[config.mk]
export PLATFORM = sky130hd
export DESIGN_NAME = cpu_sequencer_flat
export DESIGN_NICKNAME = d
export VERILOG_FILES = /design/src/rtl/cpu_sequencer_if.sv /design/src/rtl/cpu_sequencer.sv /design/src/flat_wrapper.sv
export SDC_FILE = /design/constraint.sdc
export NUM_CORES = 1
export LEC_CHECK = 0
export BUFFER_PORTS_ARGS = -buffer_cell sky130_fd_sc_hd__buf_2
export CAP_MARGIN = 20
export CORE_UTILIZATION = 35
export DETAILED_ROUTE_END_ITERATION = 8
export HOLD_SLACK_MARGIN = 0.08
export MAX_ROUTING_LAYER = met4
export PLACE_DENSITY = 0.63
export RECOVER_POWER = 25
export SLEW_MARGIN = 15
export SYNTH_ARGS = -nofsm -noshare
export SYNTH_HDL_FRONTEND = slang
export SYNTH_SLANG_ARGS = --single-unit
[constraint.sdc]
create_clock -name clk -period 1.4 [get_ports clk]
set_clock_uncertainty 0.05 [all_clocks]
set_input_delay 0.07 -clock clk [delete_from_list [all_inputs] [get_ports clk]]
set_output_delay 0.07 -clock clk [all_outputs]
set_load 0.01 [all_outputs]
[src/rtl/cpu_sequencer_if.sv]
// Memory bus between the sequencer (master) and the bus/memory side (slave).
// Handshake: the master raises mem_req and keeps it, together with mem_we and
// addr_sel, stable until the cycle in which the slave returns mem_ack. The
// transfer completes in that ack cycle (mem_rdata is valid only then). An ack
// seen while mem_req is low carries no meaning and is ignored.
interface cpu_sequencer_if;
   logic       mem_req;
   logic       mem_we;
   logic       addr_sel;
   logic       mem_ack;
   logic [7:0] mem_rdata;

   modport master (
      output mem_req, mem_we, addr_sel,
      input  mem_ack, mem_rdata
   );

   modport slave (
      input  mem_req, mem_we, addr_sel,
      output mem_ack, mem_rdata
   );
endinterface

[src/rtl/cpu_sequencer.sv]
// Multi-cycle control sequencer: fetches a 16-bit instruction as two bus
// bytes, latches the decode ROM outputs, then strobes the datapath through
// execute, optional memory access and writeback. Undefined opcodes trap.
module cpu_sequencer (
   input  logic                    clk,
   input  logic                    rst,
   cpu_sequencer_if.master         bus,
   input  logic                    run,
   input  logic                    cond_true,
   input  logic [7:0]              alu_flags,
   input  logic [7:0]              ctrl_flags,
   output logic [3:0]              opcode,
   output logic [15:0]             ir,
   output logic [7:0]              alu_ctrl,
   output logic                    imm_sel,
   output logic                    pc_inc,
   output logic                    pc_write,
   output logic                    pc_src,
   output logic                    rdata_load,
   output logic                    reg_write,
   output logic [1:0]              wb_sel,
   output logic                    instr_done,
   output logic                    illegal,
   output logic [2:0]              state
);

   typedef enum logic [2:0] {
      S_IDLE = 3'd0,
      S_F0   = 3'd1,
      S_F1   = 3'd2,
      S_DEC  = 3'd3,
      S_EXEC = 3'd4,
      S_MEM  = 3'd5,
      S_WB   = 3'd6,
      S_TRAP = 3'd7
   } state_t;

   state_t     state_q, state_d;
   logic [7:0] flags_q;
   logic       req, we, asel;

   // Named views of the latched control flags (bit7..0).
   logic f_cond_pc, f_pc_imm, f_pc_reg, f_link, f_mw, f_mr, f_ld;
   assign f_cond_pc = flags_q[7];
   assign imm_sel   = flags_q[6];
   assign f_pc_imm  = flags_q[5];
   assign f_pc_reg  = flags_q[4];
   assign f_link    = flags_q[3];
   assign f_mw      = flags_q[2];
   assign f_mr      = flags_q[1];
   assign f_ld      = flags_q[0];

   assign opcode       = ir[15:12];
   assign state        = state_q;
   assign bus.mem_req  = req;
   assign bus.mem_we   = we;
   assign bus.addr_sel = asel;

   // State register; reset also aborts any in-flight bus request.
   always_ff @(posedge clk) begin
      if (rst) state_q <= S_IDLE;
      else     state_q <= state_d;
   end

   // Instruction register: high byte on the F0 ack, low byte on the F1 ack.
   always_ff @(posedge clk) begin
      if (rst) begin
         ir <= 16'h0000;
      end else if (state_q == S_F0 && bus.mem_ack) begin
         ir[15:8] <= bus.mem_rdata;
      end else if (state_q == S_F1 && bus.mem_ack) begin
         ir[7:0] <= bus.mem_rdata;
      end
   end

   // Capture the combinational decode ROM outputs while in DEC.
   always_ff @(posedge clk) begin
      if (rst) begin
         alu_ctrl <= 8'h00;
         flags_q  <= 8'h00;
      end else if (state_q == S_DEC) begin
         alu_ctrl <= alu_flags;
         flags_q  <= ctrl_flags;
      end
   end

   // Next-state and strobe decode; ack-qualified strobes fire only with mem_ack.
   always_comb begin
      state_d    = state_q;
      req        = 1'b0;
      we         = 1'b0;
      asel       = 1'b0;
      pc_inc     = 1'b0;
      pc_write   = 1'b0;
      pc_src     = 1'b0;
      rdata_load = 1'b0;
      reg_write  = 1'b0;
      wb_sel     = 2'd0;
      instr_done = 1'b0;
      illegal    = 1'b0;
      case (state_q)
         S_IDLE: begin
            if (run) state_d = S_F0;
         end
         S_F0: begin
            req = 1'b1;
            if (bus.mem_ack) begin
               pc_inc  = 1'b1;
               state_d = S_F1;
            end
         end
         S_F1: begin
            req = 1'b1;
            if (bus.mem_ack) begin
               pc_inc  = 1'b1;
               state_d = S_DEC;
            end
         end
         S_DEC: begin
            if (ir[15:12] == 4'hA || ir[15:12] == 4'hB) state_d = S_TRAP;
            else                                        state_d = S_EXEC;
         end
         S_EXEC: begin
            pc_write = f_pc_imm | f_pc_reg | (f_cond_pc & cond_true);
            pc_src   = f_pc_reg;
            state_d  = (f_mw | f_mr) ? S_MEM : S_WB;
         end
         S_MEM: begin
            req  = 1'b1;
            asel = 1'b1;
            we   = f_mw;
            if (bus.mem_ack) begin
               rdata_load = f_mr;
               state_d    = S_WB;
            end
         end
         S_WB: begin
            instr_done = 1'b1;
            reg_write  = ~f_mw;
            if (f_link)    wb_sel = 2'd2;
            else if (f_mr) wb_sel = 2'd1;
            else if (f_ld) wb_sel = 2'd3;
            else           wb_sel = 2'd0;
            state_d = run ? S_F0 : S_IDLE;
         end
         S_TRAP: begin
            illegal = 1'b1;
         end
         default: state_d = S_IDLE;
      endcase
   end

endmodule

[src/flat_wrapper.sv]
// flat-port wrapper written by rule: the top's interface ports become plain ports
module cpu_sequencer_flat 
  (clk, rst, run, cond_true, alu_flags, ctrl_flags, opcode, ir, alu_ctrl, imm_sel, pc_inc, pc_write, pc_src, rdata_load, reg_write, wb_sel, instr_done, illegal, state, bus_mem_req, bus_mem_we, bus_addr_sel, bus_mem_ack, bus_mem_rdata);
  cpu_sequencer_if bus_i ();
  input  logic clk;
  input  logic rst;
  input  logic run;
  input  logic cond_true;
  input  logic [7:0] alu_flags;
  input  logic [7:0] ctrl_flags;
  output logic [3:0] opcode;
  output logic [15:0] ir;
  output logic [7:0] alu_ctrl;
  output logic imm_sel;
  output logic pc_inc;
  output logic pc_write;
  output logic pc_src;
  output logic rdata_load;
  output logic reg_write;
  output logic [1:0] wb_sel;
  output logic instr_done;
  output logic illegal;
  output logic [2:0] state;
  output wire logic [$bits(bus_i.mem_req)-1:0] bus_mem_req;
  output wire logic [$bits(bus_i.mem_we)-1:0] bus_mem_we;
  output wire logic [$bits(bus_i.addr_sel)-1:0] bus_addr_sel;
  input wire logic [$bits(bus_i.mem_ack)-1:0] bus_mem_ack;
  input wire logic [$bits(bus_i.mem_rdata)-1:0] bus_mem_rdata;
  assign bus_mem_req = bus_i.mem_req;
  assign bus_mem_we = bus_i.mem_we;
  assign bus_addr_sel = bus_i.addr_sel;
  assign bus_i.mem_ack = bus_mem_ack;
  assign bus_i.mem_rdata = bus_mem_rdata;
  cpu_sequencer u_core (.clk(clk), .rst(rst), .bus(bus_i), .run(run), .cond_true(cond_true), .alu_flags(alu_flags), .ctrl_flags(ctrl_flags), .opcode(opcode), .ir(ir), .alu_ctrl(alu_ctrl), .imm_sel(imm_sel), .pc_inc(pc_inc), .pc_write(pc_write), .pc_src(pc_src), .rdata_load(rdata_load), .reg_write(reg_write), .wb_sel(wb_sel), .instr_done(instr_done), .illegal(illegal), .state(state));
endmodule
==> metrics <==
status=finished, violations left; failing checks=negative setup slack; Reg power frac=0.342; clock buffer depth=2; TritonRoute pass-1 iters=4; non-filler cells in the finished layout=~360; Relative slew margins=0.762; Antenna Violating Nets Remaining=0; CTS sink count=35; Port Buffers=72; DRC viols=0; area grow syn2layout=72.2%; worst path cell trace=buf_6 -> nor2b_4 -> and2_4 -> and3_4 -> buf_6; post-synthesis area per instance=~7.6 um^2; die area=between 4000 and 5000 um^2; starting density of the core=0.363; RSZ-0062 raised after global routing=true; vias in the first global route=~1.5k; HP Class=in2reg; fin worst setup slack=-0.0339 ns; Placeable Area=around 4000 um^2; Comb power frac=0.401; master of the slowest instance on the critical path=dfxtp_4; final wirelength=4340 um; Final Hold Fails=0; Root Buffer=clkbuf_8; max frequency=697 MHz; Setup CP Type=reg2out; layout cell share with drive strength beyond 1=0.405; FF-to-FF Start=u_core.state[1]$_SDFFE_PP0P_; post-synth cell types=25; antenna violations before repair=0; Switching Share=0.330; Tmin final=between 1 and 1.5 ns; DP HPWL=about 2600 um; Clock Power Share=0.257; Setup crit start kind=flip-flop; setup-violating endpoint count in the final report=2; critical path fanouts, max=6; WL/cell=12.2 um; critical path capture point type=output pin; Post-DP Area=between 1500 and 2000 um^2; DR vias/cell=roughly 4.7; Max stage delay on crit path=0.37 ns; Pleak=between 1 and 1.5 nW; htree depth=2; Pins Over Slew Limit=0; Post-Syn Nets=around 220; crit share post-route=1.02; Rows=23; Cells after DPL=between 300 and 400; largest net degree at the start of global routing=18; Mapped Cells=about 190; post-synthesis sequential area ratio=0.482; VDD IR max=roughly 800 uV; die height=roughly 66 um; Final nets=~330; antenna cells=0; max_cap viols=0; crit-path most repeated cell=buf_6; WP data arrival=1.31 ns; Tot Pwr=3.70 mW; synth warn=0; io pins=73; Hold Startpoint=rst; worst endpoint required time=about 1.3 ns; TritonCTS clock tree=built; clock buffer count from CTS=5; cell-internal power=~2.5 mW; total number of vias=1656; Final Wtd Congestion=0.763; Reg area=slightly above 700 um^2; final instance area=around 2500 um^2; Psw=1.22 mW; synthesized area=1450 um^2; Die X=roughly 66 um; Tightest Pin Transition=approximately 0.36 ns; global-route wire length before repair=approximately 6700 um; worst skew pair latency=0.30 ns; gr usage total=0.207; Yosys reg bits=35; CTS clk-pin slew, worst paths=roughly 0.070 ns; Fill cells=351; GRT overflow=0; Worst Setup SP=u_core.state[1]$_SDFFE_PP0P_; Power Dens Cells=roughly 1500 nW/um^2; multi-input logic area=785 um^2; initial DRC count=54
-- sequential cells by signal, summed over array words and instances (netlist names) --
name             flops
u_core.flags_q       8
u_core.alu_ctrl      8
u_core.state         3
u_core.ir           16
-- worst paths after layout --
path	end	slack, ns	depth (start not counted)
max	rdata_load	-0.03	5
min	u_core.ir[12]$_SDFFE_PP0N_	0.12	2
max reg2reg	u_core.state[0]$_SDFFE_PP0P_	0.01	5
min reg2reg	u_core.flags_q[5]$_SDFFE_PP0P_	0.40	2
-- per-stage QoR --
step,TNS [ns],hold WS (ns),util,setup slack (ns)
floorplan,0,0.156,-,0.0459
global placement,0,0.262,0.476,0.0104
detailed placement,-0.0346,0.265,0.476,-0.0239
CTS,-0.0385,0.109,0.593,-0.0256
global route,-0.335,0.125,0.625,-0.0849
finish,-0.0600,0.117,0.625,-0.0339
-- critical path, delay by kind of cell (launching register included) --
family,cells,cell delay [ns]
and+or+nand+nor,3,0.44
DFF,1,0.37
buffers and inverters,2,0.21
-- synthesized netlist by cell type --
cell type  instances  area (um^2)
and3_1             3         18.8
o21bai_1           1         7.51
nand2b_1           6         37.5
buf_2              5         25.0
mux2i_1            1         10.0
nor2_2             2         12.5
nor2b_1            4         25.0
nor2_1             6         22.5
a221oi_1           1         8.76
nor3_1             2         10.0
nand3b_1           1         7.51
a32oi_1            1         8.76
dfxtp_1           35          701
or2_1              1         6.26
nor3b_1            2         15.0
o211ai_1           1         7.51
nand2_1           69          259
buf_4              5         37.5
a211oi_1           2         15.0
clkbuf_1           4         15.0
o31a_1             1         8.76
o21ai_0            1         5.00
and2_1             1         6.26
a21oi_1           35          175
inv_1              2         7.51
-- layer usage --
layer,global-route usage,share of wire,vias to the layer above
met3,0.0500,0.046,6
met2,0.337,0.50,46
met4,0.0851,0.017,0
met5,-,0,-
li1,-,-,853
met1,0.244,0.44,751
-- power by group through the flow --
stage / combinational [mW] / clock (mW) / sequential, mW
after global placement: 0.962 / 0 / 1.28
after global routing: 1.61 / 1.01 / 1.29
after floorplan: 0.550 / 0 / 1.30
after CTS: 1.24 / 0.961 / 1.26
final: 1.48 / 0.951 / 1.27
after detailed placement: 0.976 / 0 / 1.28
-- cell type report --
class,count,area share
clock buffers,6,0.0330
clock inverters,2,0.0140
inverters,2,0.00300
multi-input cells,141,0.314
flip-flops and latches,35,0.285
well taps,50,0.0250
repair buffers,120,0.327
-- layout by cell type, fill, tap and decap left out, types with 2 or more instances in the layout --
cell | synthesis | layout
a21oi_1 | 35 | 35
nand2_4 | 0 | 3
nor2_1 | 6 | 5
nor2_4 | 0 | 2
dlygate4sd3_1 | 0 | 24
clkbuf_1 | 4 | 2
clkbuf_8 | 0 | 6
dfxtp_1 | 35 | 32
nor2b_4 | 0 | 4
and3_1 | 3 | 2
buf_12 | 0 | 2
nand2_1 | 69 | 66
buf_2 | 5 | 69
buf_6 | 0 | 3
inv_1 | 2 | 2
dfxtp_4 | 0 | 3
buf_4 | 5 | 20
nand2b_1 | 6 | 6
-- kinds of logic (layout without fill, tap and decap cells) --
logic type / count (synthesis) / count (layout) / synth area share
and+or+nand+nor: 97 / 97 / 0.289
buffers and inverters: 16 / 130 / 0.0586
AOI/OAI and AO/OA: 43 / 43 / 0.163
DFF: 35 / 35 / 0.482
muxes: 1 / 1 / 0.00689
-- timing repair --
action | CTS | global route
hold buffers | 24 | 0
pin swaps | 3 | 2
gates resized for setup | 19 | 18
hold endpoints to repair | 32 | 0
endpoints found under the setup margin | 15 | 16
buffers inserted | 7 | 6
(Power assumes the default switching activity.)
